[src/rtl/key_entry_dispatch.sv]
// Keypad number-entry buffer: accumulates decimal digits, then commits or recalls
// the value to/from one of NUM_CH setting registers through a two-key sequence.
module key_entry_dispatch #(
  parameter int NUM_CH     = 4,
  parameter int VAL_W      = 20,
  parameter int MAX_DIGITS = 6,
  parameter int CH_W       = 2
) (
  input  logic                    clk,
  input  logic                    rst,
  input  logic                    key_valid,
  input  logic [3:0]              key_code,
  output logic [VAL_W-1:0]        entry_val,
  output logic [3:0]              digit_cnt,
  output logic                    sel_mode,
  output logic [NUM_CH*VAL_W-1:0] ch_val,
  output logic [NUM_CH-1:0]       ch_upd,
  output logic                    err
);

  typedef enum logic [1:0] {S_IDLE, S_ENTRY, S_SEL} state_t;

  localparam int              EXT_W   = VAL_W + 4;
  localparam logic [EXT_W-1:0] VAL_MAX = {4'd0, {VAL_W{1'b1}}};
  localparam logic [3:0]       MAX_CNT = 4'(MAX_DIGITS);

  state_t           state;
  logic             recall;
  logic [VAL_W-1:0] ch_reg [NUM_CH];

  logic [EXT_W-1:0] entry_ext;
  logic [EXT_W-1:0] times_ten;
  logic [EXT_W-1:0] appended;
  logic [VAL_W-1:0] entry_div10;
  logic [VAL_W-1:0] recall_val;
  logic [CH_W-1:0]  ch_idx;
  logic             is_digit;
  logic             ch_ok;

  // The 4 extra bits hold any entry*10+9, so overflow detection is a plain compare.
  always_comb begin
    entry_ext   = {4'd0, entry_val};
    times_ten   = (entry_ext << 3) + (entry_ext << 1);
    appended    = times_ten + {{(EXT_W-4){1'b0}}, key_code};
    entry_div10 = entry_val / VAL_W'(10);
    is_digit    = (key_code <= 4'd9);
    ch_ok       = is_digit && (32'(key_code) < NUM_CH);
    ch_idx      = CH_W'(key_code);
    recall_val  = '0;
    for (int i = 0; i < NUM_CH; i++) begin
      if (ch_idx == CH_W'(i)) recall_val = ch_reg[i];
    end
  end

  for (genvar g = 0; g < NUM_CH; g++) begin : g_ch_out
    assign ch_val[g*VAL_W +: VAL_W] = ch_reg[g];
  end

  always_ff @(posedge clk or posedge rst) begin
    if (rst) begin
      state     <= S_IDLE;
      recall    <= 1'b0;
      entry_val <= '0;
      digit_cnt <= '0;
      sel_mode  <= 1'b0;
      ch_upd    <= '0;
      err       <= 1'b0;
      for (int i = 0; i < NUM_CH; i++) ch_reg[i] <= '0;
    end else begin
      ch_upd <= '0;
      err    <= 1'b0;
      if (key_valid) begin
        case (state)
          S_IDLE, S_ENTRY: begin
            if (is_digit) begin
              if (digit_cnt >= MAX_CNT) begin
                err <= 1'b1;
              end else begin
                digit_cnt <= digit_cnt + 4'd1;
                state     <= S_ENTRY;
                if (appended > VAL_MAX) begin
                  entry_val <= '1;
                  err       <= 1'b1;
                end else begin
                  entry_val <= appended[VAL_W-1:0];
                end
              end
            end else begin
              case (key_code)
                4'hA: begin
                  if (state == S_ENTRY) begin
                    state    <= S_SEL;
                    sel_mode <= 1'b1;
                  end else begin
                    err <= 1'b1;
                  end
                end
                4'hB: begin
                  if (digit_cnt == 4'd0) begin
                    err <= 1'b1;
                  end else begin
                    entry_val <= entry_div10;
                    digit_cnt <= digit_cnt - 4'd1;
                    if (digit_cnt == 4'd1) state <= S_IDLE;
                  end
                end
                4'hC: begin
                  state    <= S_SEL;
                  sel_mode <= 1'b1;
                  recall   <= 1'b1;
                end
                4'hE: begin
                  entry_val <= '0;
                  digit_cnt <= '0;
                  state     <= S_IDLE;
                end
                default: err <= 1'b1;
              endcase
            end
          end
          S_SEL: begin
            if (ch_ok) begin
              sel_mode <= 1'b0;
              recall   <= 1'b0;
              if (recall) begin
                entry_val <= recall_val;
                digit_cnt <= MAX_CNT;
                state     <= S_ENTRY;
              end else begin
                for (int i = 0; i < NUM_CH; i++) begin
                  if (ch_idx == CH_W'(i)) begin
                    ch_reg[i] <= entry_val;
                    ch_upd[i] <= 1'b1;
                  end
                end
                entry_val <= '0;
                digit_cnt <= '0;
                state     <= S_IDLE;
              end
            end else if (key_code == 4'hE) begin
              sel_mode <= 1'b0;
              recall   <= 1'b0;
              state    <= (digit_cnt == 4'd0) ? S_IDLE : S_ENTRY;
            end else begin
              err <= 1'b1;
            end
          end
          default: state <= S_IDLE;
        endcase
      end
    end
  end

endmodule

[config.mk]
export PLATFORM = sky130hd
export DESIGN_NAME = key_entry_dispatch
export DESIGN_NICKNAME = d
export VERILOG_FILES = /design/src/rtl/key_entry_dispatch.sv
export SDC_FILE = /design/constraint.sdc
export NUM_CORES = 1
export LEC_CHECK = 0
export CAP_MARGIN = 5
export CORE_AREA = 2 2 148 150
export CTS_CLUSTER_SIZE = 28
export DETAILED_ROUTE_END_ITERATION = 10
export DIE_AREA = 0 0 150 152
export GPL_TIMING_DRIVEN = 1
export PLACE_DENSITY = 0.71
export SLEW_MARGIN = 20
export SYNTH_ARGS = -nofsm -noshare
export SYNTH_HDL_FRONTEND = slang
export SYNTH_SLANG_ARGS = --single-unit
[constraint.sdc]
create_clock -name clk -period 14.79 [get_ports clk]
set_input_delay 3.6975 -clock clk [delete_from_list [all_inputs] [get_ports clk]]
set_output_delay 3.6975 -clock clk [all_outputs]
set_load 0.05 [all_outputs]
# After elaboration in Yosys (flattened, before gate mapping)
# Index checks and enable logic that the tools add are counted.
[word_totals] regBits=113 inputBits=7 elab_cells=115
[classes] n_eq_ne=22 div=1 muxes=57 reduce_logical=15 bitwise_logic=1 addsub=4 n_lt_le_gt_ge=4
[ops] operator="$mux 20" count=10
[ops] operator="$pmux 20 s2" count=2
[ops] operator="$mux 4" count=8
[ops] operator="$reduce_and 5->1" count=5
[ops] operator="$add 23x21->24" count=1
[ops] operator="$add 24x4->24" count=1
[ops] operator="$gt 24x20->1 const B" count=1
[ops] operator="$div 20x4->20 const B" count=1
[ops] operator="$mux 1" count=20
[ops] operator="$eq 4x4->1 const B" count=4
[ops] operator="$pmux 4 s2" count=2
[ops] operator="$mux 2" count=7
[ops] operator="$ne 4x4->1 const B" count=3
[ops] operator="$reduce_and 6->1" count=2
[ops] operator="$ne 3x3->1 const B" count=3
[ops] operator="$pmux 1 s2" count=4
[ops] operator="$pmux 2 s4" count=1
[ops] operator="$reduce_and 7->1" count=1
[ops] operator="$eq 2x2->1 const B" count=3
[ops] operator="$ne 6x3->1 const B" count=1
[ops] operator="$add 4x1->4 const B" count=1
[ops] operator="$eq 2x1->1 const B" count=2
[ops] operator="$eq 4x1->1 const B" count=1
[ops] operator="$ge 4x3->1 const B" count=1
[ops] operator="16 further kinds" count=19

# Logic depth before layout (Yosys ltp)
# Gate-level depths: netlist of run 1.
[depth] ltp_word=8 ltp_mapped=25 depth_no_buf=23

# Worst setup path before layout of run 1
# OpenSTA, ideal clock, no wires.
[synth_timing] kind="input port to flip-flop" from="input key_code[3]" to="register entry_val[1]" path_slack_ns=6.414 cell_stages=23 t_arrival_ns=8.250 cell_sequence="fa_1 inv_1 fa_1 nor2b_1 o21ai_0 a21boi_0 o21ai_0 a21boi_0 o21ai_0 a21boi_0 o21ai_0 a21boi_0 o21ai_0 a21boi_0 o21ai_0 a21boi_0 o21ai_0 and2_1 o32a_1 or2_2 clkbuf_1 o21a_1 o32a_1"
[synth_via] elab_chain_cells=6 word_cells_on_any_way=17 classes_between="add/sub (1); order compare (3); eq/ne (6); mux (5); reduce/logical (2)"
[synth_lines] item="from (decl)" line_no="12" text="input logic [3:0] key_code,"
[synth_lines] item="$add 24x4->24" line_no="44" text="appended = times_ten + {{(EXT_W-4){1'b0}}, key_code};"
[synth_lines] item="$gt 24x20->1" line_no="81" text="if (appended > VAL_MAX) begin"
[synth_lines] item="$mux 20" line_no="81"
[synth_lines] item="$mux 20" line_no="76" text="if (digit_cnt >= MAX_CNT) begin"
[synth_lines] item="$mux 20" line_no="75" text="if (is_digit) begin"
[synth_lines] item="$pmux 20 s2" line_no="73" text="case (state)"
[synth_lines] item="to (signal assigned)" line_no="85" text="entry_val <= appended[VAL_W-1:0];"
[synth_lines] item="to (signal assigned)" line_no="102" text="entry_val <= entry_div10;"
[synth_lines] item="to (signal assigned)" line_no="126" text="entry_val <= recall_val;"
[synth_lines] item="to (decl)" line_no="13" text="output logic [VAL_W-1:0] entry_val,"
# Parallel ways exist; a longest one is shown, timed or not. The select of a mux whose other input is x is not followed.
# A chain may end at the register's enable or synchronous reset.

# Worst setup path in the final report of run 1
# Same ends and word-level chain as after synthesis.

==> flow_summary.yaml, run 1 <==
outcome:
  status: "finished, final reports clean"
cells_and_area:
  multi_input_area_um2: 6020
  antennaDiodeCount: 0
  fin_nets: 1233
  syn2layout_area_growth_pct: 19.8
  drive_gt1_share_pct: 10.6
  fill_cells: 1980
  utilization_pct: 52.8
  seq_area_um2: 2830
drt:
  vias: 9279
  wl_um: 29100
  drcViolationCount: 0
  final_antenna_net_count: 0
  drt_iter0_drc: 1069
  drt_first_pass_iters: 6
  wire_per_inst_um: 19.7
  avgViaCountPerCell: 6.30
setup_path:
  cp-end-kind: "register"
  path_max_fanout: 17
  cp.arrival_ns: 9.73
  startpoint: "key_code[3]"
  crit_required_ns: 15.08
  critPathLaunchType: "input pin"
  reg2reg_from: "entry_val[17]$_DFFE_PP0P_"
  criticalPathCategory: "input pin to register"
placement:
  portBuffers: 116
  gp_congestion: 0.913
  place_hpwl_um: 20100
grt:
  use_met2_pct: 40.0
  grt_pass1_vias: 8826
  grt_max_degree: 61
  busiest_layer: "met2"
  grt_antenna_before_repair: 0
  grt-ovfl-total: 0
  grt_pass1_wl_um: 47400
  grtUsageMet3_pct: 5.14
  gr-usage-all-layers_pct: 25.6
  met1_usage_pct: 36.3
yosys:
  synth_edf_count: 0
  syn_avg_cell_area_um2: 8.45
  synth_area_leader_cell: "dfrtp_1"
  synth_area_um2: 9420
  seq_area_frac_synth_pct: 30.0
  postSynthCellCount: 1114
  synth_area_leaders: "dfrtp_1 (30%), nand2_1 (7.0%), o21ai_0 (6.6%)"
  synth_ff_type: "dfrtp_1"
  synth.ff_latch_count: 113
  synthArstFlopShare_pct: 100
  synth_top_area_share_pct: 30.0
  syn-num-nets: 1166
  yosysWarnings: 0
  ys_types: 114
clock_tree:
  postCtsSetupBuffers: 0
  cts_buffers: 17
  post_cts_resized: 0
  clock_latency_ns: 0.41
  clockBufferDepth: 2
  cts_htree_levels: 4
  clkSinkCount: 113
  cts_hold_buf: 0
  clkSlewWorstSetupHoldPaths_ns: 0.05
  root_buffer: "clkbuf_16"
  cts_tree: "done"
sta:
  worst-slew-pin-transition_ns: 0.922
  rsz0062_at_grt: "false"
  finalSetupTns_ns: 0
  finClkSkew_ns: 0.00867
  finalCritPeriodShare_pct: 63.8
  drv_slew: 0
  max_freq_mhz: 106
  slew_headroom_pct: 38.5
  setup_viol: 0
  finalCriticalPeriod_ns: 9.44
  hold_violations: 0
floorplanning:
  core.rowCount: 54
  dieArea_um2: 22800
  io_pins: 117
  core_um2: 21400
  die_height_um: 152
  dieWidth_um: 150
  initial_core_util_pct: 44.1
hold_path:
  min_from: "ch_val[58]$_DFFE_PP0P_"
  hold_class: "register to register"
run:
  cap_viol_max_count: 0
## cell type report
cell class | instances | area share, %
Clock inverter | 10 | 1.62
Sequential cell | 113 | 25.1
Multi-Input combinational cell | 872 | 53.3
Clock buffer | 22 | 4.03
Tap cell | 280 | 3.10
Inverter | 44 | 1.49
Timing Repair Buffer | 133 | 11.4
## sequential cells by signal, indices dropped and copies added, names as in the netlist
register,cells
sel_mode,1
state,2
digit_cnt,4
err,1
recall,1
ch_upd,4
ch_val,80
entry_val,20
## routing by layer
| layer | wire length (µm) | up-vias |
|---|---|---|
| met4 | 488 | 0 |
| met3 | 2330 | 42 |
| met5 | 0 | - |
| li1 | - | 4300 |
| met1 | 12500 | 4514 |
| met2 | 13800 | 423 |
## through the flow
| stage | instance area (µm²) | hold slack, ns | instances | setup slack [ns] |
|---|---|---|---|---|
| finish | 11300 | 0.499 | 1474 | 5.35 |
| global route | 11300 | 0.534 | 1474 | 4.96 |
| CTS | 11300 | 0.509 | 1474 | 5.46 |
| detailed placement | 10600 | 0.493 | 1442 | 5.08 |
| global placement | 10600 | 0.488 | 1442 | 5.30 |
| floorplan | 9420 | 0.507 | 1114 | 6.41 |
## cells by family after synthesis
| family | synth area share (%) |
|---|---|
| xor+xnor | 2.22 |
| fa+ha+maj | 6.14 |
| simple gates | 20.2 |
| compound gates | 29.8 |
| buf+inv | 6.06 |
| flops | 30.0 |
| mux | 5.54 |
## final timing paths
kind / cells after the start / slack [ns] / endpoint
worst max-delay path: 23 / 5.35 / entry_val[1]$_DFFE_PP0P_
worst min-delay path: 2 / 0.50 / ch_val[58]$_DFFE_PP0P_
worst max register to register: 18 / 8.07 / entry_val[0]$_DFFE_PP0P_
worst min register to register: 2 / 0.50 / ch_val[58]$_DFFE_PP0P_
max in group asynchronous: 3 / 9.82 / entry_val[1]$_DFFE_PP0P_
min in group asynchronous: 2 / 3.77 / ch_upd[3]$_DFF_PP0_
## synth_stat cells, types with 7 or more instances
master    instances
a211oi_1         11
clkbuf_1         56
o31ai_1          11
nor2b_1           7
a22oi_1          12
dfrtp_1         113
nor3_1           20
nand3_1          21
inv_1            40
nand4_1          14
a31oi_1          21
buf_4             8
buf_2             9
mux4_2           20
o21a_1            9
nand2_1         175
a21oi_1          52
o211ai_1         15
a221oi_1          9
o21ai_0         125
ha_1             43
xnor2_1          19
nor2_1           78
## cell usage in the layout (no fill, tap or decap), types with 9 or more instances in the layout
cell	instances
nand2_1	175
o21ai_0	125
clkdlybuf4s50_1	115
dfrtp_1	113
nor2_1	78
a21oi_1	52
ha_1	43
inv_1	39
nand3_1	21
a31oi_1	21
nor3_1	20
mux4_2	20
xnor2_1	19
clkbuf_16	17
buf_4	17
o211ai_1	15
nand4_1	14
a22oi_1	12
a211oi_1	11
o31ai_1	11
o21a_1	9
a221oi_1	9
## critical path, stage by stage
cell             delay [ns]
clkdlybuf4s50_1        0.63
fa_1                   0.66
inv_1                  0.07
fa_1                   0.46
nor2b_1                0.12
o21ai_0                0.12
a21boi_0               0.27
o21ai_0                0.13
a21boi_0               0.23
o21ai_0                0.14
a21boi_0               0.25
o21ai_0                0.14
a21boi_0               0.26
o21ai_0                0.15
a21boi_0               0.27
o21ai_0                0.14
a21boi_0               0.25
o21ai_0                0.15
and2_1                 0.21
o32a_1                 0.40
or2_2                  0.44
o21a_1                 0.22
o32a_1                 0.32
Power of run 1 is left out: the tool's default activity adds up to more than one toggle a clock period on the data nets, which glitch-free logic cannot reach.
==> inputs of run 2 (changes only) <==
==> constraint.sdc (replaced) <==
create_clock -name clk -period 8.9 [get_ports clk]
set_input_delay 2.225 -clock clk [delete_from_list [all_inputs] [get_ports clk]]
set_output_delay 2.225 -clock clk [all_outputs]
set_load 0.05 [all_outputs]
==> run 2 against run 1 <==
Net effect: register-to-register slack lost 6.0 ns; hold slack gained 0.0021 ns; clock skew is essentially flat; critical path depth is the same; wire length grew 0.15%; sequential share of layout area grew 0.11 points; largest cell class unchanged; die area is the same; flip-flop and latch count is the same; cell area shrank 0.45%.
==> flow_summary.yaml, run 2 (same netlist as run 1, synthesis figures left out) <==
sta:
  rsz0062_at_grt: "false"
  setup_ws_ns: 0.793
  finalCriticalPeriod_ns: 8.11
  worst-slew-pin-transition_ns: 0.926
  hold_violations: 0
  setup_viol: 0
  finClkSkew_ns: 0.00896
  finalSetupTns_ns: 0
  max_freq_mhz: 123
  slew_headroom_pct: 38.3
  drv_slew: 0
  finalCritPeriodShare_pct: 91.1
cells_and_area:
  syn2layout_area_growth_pct: 19.3
  antennaDiodeCount: 0
  largest_reg_flops: 80
  drive_gt1_share_pct: 10.9
  final_common_cell: "nand2_1"
  layout_common_cells: "nand2_1 (175), o21ai_0 (125), clkdlybuf4s50_1 (115)"
  fin_nets: 1233
  final_cell_area_um2: 11200
  fill_cells: 2014
clock_tree:
  clkSinkCount: 113
  cts_htree_levels: 4
  clock_latency_ns: 0.41
  post_cts_resized: 0
  clockBufferDepth: 2
  postCtsSetupBuffers: 0
  cts_tree: "done"
  cts_buffers: 17
  clkSlewWorstSetupHoldPaths_ns: 0.06
  root_buffer: "clkbuf_16"
  cts_hold_buf: 0
grt:
  grt_max_degree: 60
  grt_pass1_vias: 8848
  grt-ovfl-total: 0
  grt_antenna_before_repair: 0
  grt_pass1_wl_um: 47300
  gr-usage-all-layers_pct: 25.6
placement:
  gp_congestion: 0.885
  dp_slack_ns: 0.667
  portBuffers: 116
  place_area_um2: 10600
  place_hpwl_um: 20300
outcome:
  status: "finished, final reports clean"
drt:
  wire_per_inst_um: 19.8
  drt_iter0_drc: 1051
  drt_first_pass_iters: 6
  wl_um: 29100
  drcViolationCount: 0
  avgViaCountPerCell: 6.28
  vias: 9254
  final_antenna_net_count: 0
run:
  cap_viol_max_count: 0
setup_path:
  path_max_fanout: 17
  path_cells: "clkdlybuf4s50_1 > fa_1 > inv_1 > fa_1 > nor2b_1 > o21ai_0 > a21boi_0 > o21ai_0 > a21boi_0 > o21ai_0 > a21boi_0 > o21ai_0 > a21boi_0 > o21ai_0 > a21boi_0 > o21ai_0 > a21boi_0 > o21ai_0 > and2_1 > o32a_1 > or2_2 > o21a_1 > o32a_1"
  cpMaxStageDelayCell: "fa_1"
  crit_required_ns: 9.19
  cp.buffers_inverters: 2
  cp-end-kind: "register"
  critPathLaunchType: "input pin"
  critPathTopFamily: "compound AO/OA/AOI/OAI gates"
  criticalPathCategory: "input pin to register"
  path_common_cell: "o21ai_0"
  cp.arrival_ns: 8.40
  slowest_delay_ns: 0.67
floorplanning:
  dieArea_um2: 22800
  io_pins: 117
  core_um2: 21400
  initial_core_util_pct: 44.1
  core.rowCount: 54
  die_height_um: 152
  dieWidth_um: 150
hold_path:
  hold_class: "register to register"
-- run 2: path summary, 6_finish.rpt --
kind,slack [ns],startpoint,endpoint,cells after the start
min,0.50,ch_val[24]$_DFFE_PP0P_,ch_val[24]$_DFFE_PP0P_,2
min reg2reg,0.50,ch_val[24]$_DFFE_PP0P_,ch_val[24]$_DFFE_PP0P_,2
min in group asynchronous,2.29,rst,ch_upd[3]$_DFF_PP0_,2
max,0.79,key_code[3],entry_val[1]$_DFFE_PP0P_,23
max reg2reg,2.10,entry_val[18]$_DFFE_PP0P_,entry_val[0]$_DFFE_PP0P_,19
max in group asynchronous,5.39,rst,ch_val[7]$_DFFE_PP0P_,3
-- run 2: through the flow --
stage                     cells  hold WS (ns)  utilization, %
final                      1474         0.501            52.6
after global routing       1474         0.527            52.6
after CTS                  1474         0.504            52.6
after detailed placement   1442         0.490            49.9
after global placement     1442         0.487            49.9
after floorplan            1114         0.507               -
-- run 2: cell type report --
class / count / area [µm²] / area share [%]
inverters: 44 / 168 / 1.49
clock buffers: 17 / 425 / 3.79
multi-input cells: 872 / 6020 / 53.6
repair buffers: 133 / 1280 / 11.4
flip-flops and latches: 113 / 2830 / 25.2
well taps: 280 / 350 / 3.12
clock inverters: 15 / 160 / 1.43
-- run 2: layer usage --
layer	up-vias	routed length, µm	GRT usage [%]
met2	432	13800	40.9
met5	-	0	0
met1	4456	12600	35.6
met3	46	2220	4.65
li1	4320	-	-
met4	0	533	7.14
-- run 2: worst register-to-register path, stage by stage (launching register included) --
cell and delay (ns):
dfrtp_1 0.92, buf_4 0.36, and3b_1 0.25, a22oi_2 0.12
a22oi_4 0.33, nor3_2 0.09, mux2_2 0.37, a211oi_1 0.49
o32a_1 0.26, o31ai_1 0.11, nor2_1 0.65, a211oi_1 0.14
o31ai_2 0.43, a32oi_1 0.21, a22o_4 0.35, xnor2_2 0.45
mux2i_1 0.20, a311o_1 0.41, a221o_1 0.35, o32ai_1 0.21
Power of run 2 is left out for the same reason.
